`config.mk`:
```
export PLATFORM = sky130hd
export DESIGN_NAME = shifter
export DESIGN_NICKNAME = d
export VERILOG_FILES = /design/src/rtl/shifter.sv
export SDC_FILE = /design/constraint.sdc
export NUM_CORES = 1
export LEC_CHECK = 0
export CAP_MARGIN = 20
export CORE_MARGIN = 2
export CORE_UTILIZATION = 50
export DETAILED_ROUTE_END_ITERATION = 6
export PLACE_DENSITY = 0.82
export SETUP_SLACK_MARGIN = 0.4
export SLEW_MARGIN = 25
export SYNTH_ARGS = -nofsm -noshare
export SYNTH_HDL_FRONTEND = slang
export SYNTH_SLANG_ARGS = --single-unit
export TNS_END_PERCENT = 50
```
`constraint.sdc`:
```
create_clock -name clk -period 2.2 [get_ports clk]
set_clock_uncertainty 0.1 [all_clocks]
set_input_delay 0.33 -clock clk [delete_from_list [all_inputs] [get_ports clk]]
set_output_delay 0.33 -clock clk [all_outputs]
set_load 0.05 [all_outputs]
```
`src/rtl/shifter.sv`:
```
// 16-bit logarithmic barrel shifter: logical shift left or arithmetic shift right,
// with a combinational result and a registered copy that clears asynchronously on reset.
module shifter (
  input  logic        clk,
  input  logic        rst,
  input  logic [15:0] Shift_In,
  input  logic [3:0]  Shift_Val,
  input  logic        Mode,
  output logic [15:0] Shift_Out,
  output logic [15:0] Shift_Out_Q
);

  logic        w_fill;
  logic [15:0] w_stage1;
  logic [15:0] w_stage2;
  logic [15:0] w_stage4;
  logic [15:0] w_stage8;

  // The sign bit survives every ASR stage unchanged, so one fill bit serves all four stages.
  assign w_fill = Mode & Shift_In[15];

  always_comb begin
    w_stage1 = Shift_In;
    if (Shift_Val[0]) begin
      w_stage1 = Mode ? {w_fill, Shift_In[15:1]} : {Shift_In[14:0], 1'b0};
    end

    w_stage2 = w_stage1;
    if (Shift_Val[1]) begin
      w_stage2 = Mode ? {{2{w_fill}}, w_stage1[15:2]} : {w_stage1[13:0], 2'b00};
    end

    w_stage4 = w_stage2;
    if (Shift_Val[2]) begin
      w_stage4 = Mode ? {{4{w_fill}}, w_stage2[15:4]} : {w_stage2[11:0], 4'h0};
    end

    w_stage8 = w_stage4;
    if (Shift_Val[3]) begin
      w_stage8 = Mode ? {{8{w_fill}}, w_stage4[15:8]} : {w_stage4[7:0], 8'h00};
    end
  end

  assign Shift_Out = w_stage8;

  // Free-running output register: no enable, reloads on every edge out of reset.
  always_ff @(posedge clk or posedge rst) begin
    if (rst) begin
      Shift_Out_Q <= 16'h0000;
    end else begin
      Shift_Out_Q <= w_stage8;
    end
  end

endmodule

```
==> flow_summary.json, run 1 <==
{
  "start_util": 0.517,
  "die_x_um": 68.3,
  "cts_root_buffer": "clkbuf_8",
  "pin_count": 55,
  "synth.distinct_cells": 49,
  "synthTopCellsByArea": "dfrtp_1 19%, mux2i_1 12%, nor2_1 6.2%",
  "port_buffers": 54,
  "gp_congestion": 0.985,
  "netlist_area_sq_mm": 0.00207,
  "clk_path_buf_depth": 2,
  "async_reset_ff_frac": 1.00,
  "cts-htree-levels": 1,
  "ys.flop_type": "dfrtp_1",
  "synth_fp_nets": 284,
  "cts_num_sinks": 16,
  "lastStage": "clock tree synthesis (4_1_cts)",
  "synth_common_cells": "34 x nor2_1, 25 x mux2i_1, 23 x a21oi_1",
  "syn-instance-count": 261,
  "rows": 23,
  "post_cts_resized": 199,
  "synth_top_area_frac": 0.194,
  "yosys_register_bits": 16,
  "status": "did not finish",
  "yosysWarningCount": 0,
  "error": "[ERROR DPL-0038] Utilization greater than 100%, impossible to legalize",
  "yosysMostFrequentCell": "nor2_1",
  "synth_edf_count": 0,
  "die_h_um": 68.3,
  "post_cts_buffers": 23,
  "place_hpwl_um": 7000,
  "synth-seq-area-share": 0.194,
  "numCtsBuffers": 3,
  "synth_top_area_cell": "dfrtp_1",
  "hold_buffers": 0,
  "synth.avg_cell_area_sq_um": 7.92
}
[cell families after synthesis]
kind of cell,synth area share
compound gates,0.347
simple gates,0.177
mux,0.183
buf+inv,0.0999
flops,0.194
[through the flow]
step	cells	worst slack (ps)	util	hold WS (ps)	instance area [sq um]
after detailed placement	419	-483	0.858	670	3430
after global placement	419	-439	0.858	618	3430
after floorplan	261	-222	-	144	2300
==> inputs of run 2 (changes only) <==
--- a/config.mk
+++ b/config.mk
@@ -7,10 +7,9 @@
 export LEC_CHECK = 0
 export CAP_MARGIN = 20
 export CORE_MARGIN = 2
-export CORE_UTILIZATION = 50
+export CORE_UTILIZATION = 40
 export DETAILED_ROUTE_END_ITERATION = 6
-export PLACE_DENSITY = 0.82
-export SETUP_SLACK_MARGIN = 0.4
+export PLACE_DENSITY_LB_ADDON = 0.15
 export SLEW_MARGIN = 25
 export SYNTH_ARGS = -nofsm -noshare
 export SYNTH_HDL_FRONTEND = slang
==> run 2 against run 1 <==
  * The flow now finishes, with violations (negative setup slack)
  * Area after synthesis is the same
  * Synthesized cell count unchanged
==> flow_summary.json, run 2 <==
{
  "leakage_nw": 1.71,
  "fin_ws_ps": -72.0,
  "multi_input_area_sq_mm": 0.00176,
  "synthMuxAreaShare": 0.183,
  "top_register": "Shift_Out_Q",
  "synth.distinct_cells": 49,
  "yosysMostFrequentCell": "nor2_1",
  "fmaxAchievable_mhz": 440,
  "critPathTopFamily": "compound AO/OA/AOI/OAI gates",
  "synth_compound_area_frac": 0.347,
  "synth_top_family_by_area": "compound AO/OA/AOI/OAI gates",
  "fin_area_sq_mm": 0.00390,
  "gr-total-overflow": 0,
  "numCtsBuffers": 3,
  "vias": 2726,
  "synth.avg_cell_area_sq_um": 7.92,
  "die_h_um": 75.9,
  "drive_gt1_frac": 0.517,
  "clk_pin_slew_ps": 60,
  "core_area_sq_mm": 0.00504,
  "cts_tree": "yes",
  "netlist_area_sq_mm": 0.00207,
  "yosys.area_share.adder": 0,
  "rsz0062_at_grt": "true",
  "pin_count": 55,
  "critical_path_class": "input pin to primary output",
  "layout_common_cells": "77 x buf_4, 27 x nor2_1, 21 x buf_12",
  "cp.buffers_inverters": 3,
  "period_minus_slack_ps": 2270,
  "cts-htree-levels": 1,
  "antenna_cells": 0,
  "critPathCaptureType": "primary output",
  "seq_area_sq_um": 400,
  "cp_slowest_cell": "a211oi_4",
  "synth_top_area_frac": 0.194,
  "largest_reg_flops": 16,
  "ir_drop_uv": 462,
  "die-area_sq_mm": 0.00576,
  "top_regs": "Shift_Out_Q: 16 flops",
  "hold_buffers": 0,
  "tightestPinTransition_ps": 590,
  "syn-instance-count": 261,
  "hold_viol": 0,
  "async_reset_ff_frac": 1.00,
  "status": "complete, but fails checks",
  "areaGrowthSynthToFinish_pct": 88.8,
  "fillers": 367,
  "slew-limit-headroom": 0.607,
  "die_x_um": 75.9,
  "grt_first_pass_wirelength_um": 13300,
  "synth_common_cells": "34 x nor2_1, 25 x mux2i_1, 23 x a21oi_1",
  "yosysWarningCount": 0,
  "synthTopCellsByArea": "dfrtp_1 19%, mux2i_1 12%, nor2_1 6.2%",
  "synth_fp_nets": 284,
  "mostFrequentLayoutCell": "buf_4",
  "arrival_ps": 1840,
  "ys.flop_type": "dfrtp_1",
  "drc": 0,
  "grtUsageTotal": 0.308,
  "clk_path_buf_depth": 2,
  "hold_ws_ps": 342,
  "synth_simple_gate_area_share": 0.177,
  "yosys_register_bits": 16,
  "violations": "negative setup slack",
  "slowest_delay_ps": 300,
  "avgViaCountPerCell": 5.94,
  "crit_path_start_kind": "input pin",
  "start_util": 0.410,
  "synth_top_area_cell": "dfrtp_1",
  "drt-total-wl_um": 8620,
  "period_share": 1.03,
  "synth-seq-area-share": 0.194,
  "port_buffers": 54,
  "wl_per_cell_um": 18.8,
  "final_nets": 413,
  "cts_num_sinks": 16,
  "postPlaceCellArea_sq_mm": 0.00336,
  "rows": 26,
  "power_density_mw_per_mm2": 459,
  "crit_chain": "clkdlybuf4s15_2 -> mux2i_1 -> a211oi_4 -> buf_4 -> a21oi_1 -> o32a_1 -> a21boi_2 -> buf_12",
  "antenna_found_initial": 0,
  "setup_viol": 11,
  "gp_congestion": 0.962,
  "cts_root_buffer": "clkbuf_8",
  "antenna_left": 0,
  "worstHoldPathType": "input pin to asynchronous set/reset pin",
  "grt_pass1_vias": 2622,
  "maxCapViolCount": 0,
  "crit_path_max_fanout": 5,
  "crit_required_ps": 1770,
  "first_pass_iters": 5,
  "drt_iter0_markers": 232,
  "place_hpwl_um": 6180,
  "synth_edf_count": 0,
  "grt_max_degree": 20,
  "synthXorXnorAreaFrac": 0,
  "maxSlewViolCount": 0
}
run 2: per-layer routing:
layer	global-route usage	vias to the layer above	wire, um
met5	0	-	0
met4	0.0585	0	160
met3	0.0503	17	641
met2	0.512	153	4360
met1	0.423	1313	3460
li1	-	1243	-
run 2: repair_timing:
action / CTS / global route
endpoints found under the setup margin: 16 / 16
gates resized for setup: 118 / 29
pin swaps: 24 / 15
cloned: 5 / 0
setup buffers: 11 / 2
run 2: how the worst max path moves through the flow:
stage / from / to / slack, ps / cells after the start
detailed placement: Shift_Val[1] / Shift_Out[9] / -560 / 7
floorplan: Mode / Shift_Out[3] / -230 / 7
global placement: Shift_Val[1] / Shift_Out[9] / -540 / 7
CTS: Shift_Val[0] / Shift_Out[4] / -50 / 8
finish: Shift_In[12] / Shift_Out[7] / -70 / 8
global route: Mode / Shift_Out[0] / -120 / 8
run 2: cell families (layout without fill, tap and decap cells):
family | count (synthesis) | count (layout)
AOI/OAI and AO/OA | 100 | 100
and+or+nand+nor | 80 | 80
muxes | 33 | 33
buffers and inverters | 32 | 160
DFF | 16 | 16
run 2: metrics by stage:
stage	power (mW)	setup WS (ps)	utilization	TNS [ps]	instances
final	1.79	-72.0	0.774	-356	459
after global routing	1.88	-116	0.774	-1140	459
after CTS	1.75	-47.4	0.752	-101	457
after detailed placement	1.40	-556	0.667	-7400	437
after global placement	1.39	-538	0.667	-6950	437
after floorplan	0.932	-231	-	-1380	261
run 2: cell type report:
class / instances / share of cell area
inverters: 7 / 0.00673
multi-input cells: 213 / 0.450
flip-flops and latches: 16 / 0.103
repair buffers: 149 / 0.404
well taps: 70 / 0.0224
clock buffers: 4 / 0.0141
run 2: report_power, final:
| group | switching (mW) | internal, mW |
|---|---|---|
| clock | 0.0976 | 0.159 |
| combinational | 0.651 | 0.550 |
| sequential | 0.00778 | 0.328 |
Note: power is estimated with default switching activity, not from simulation.
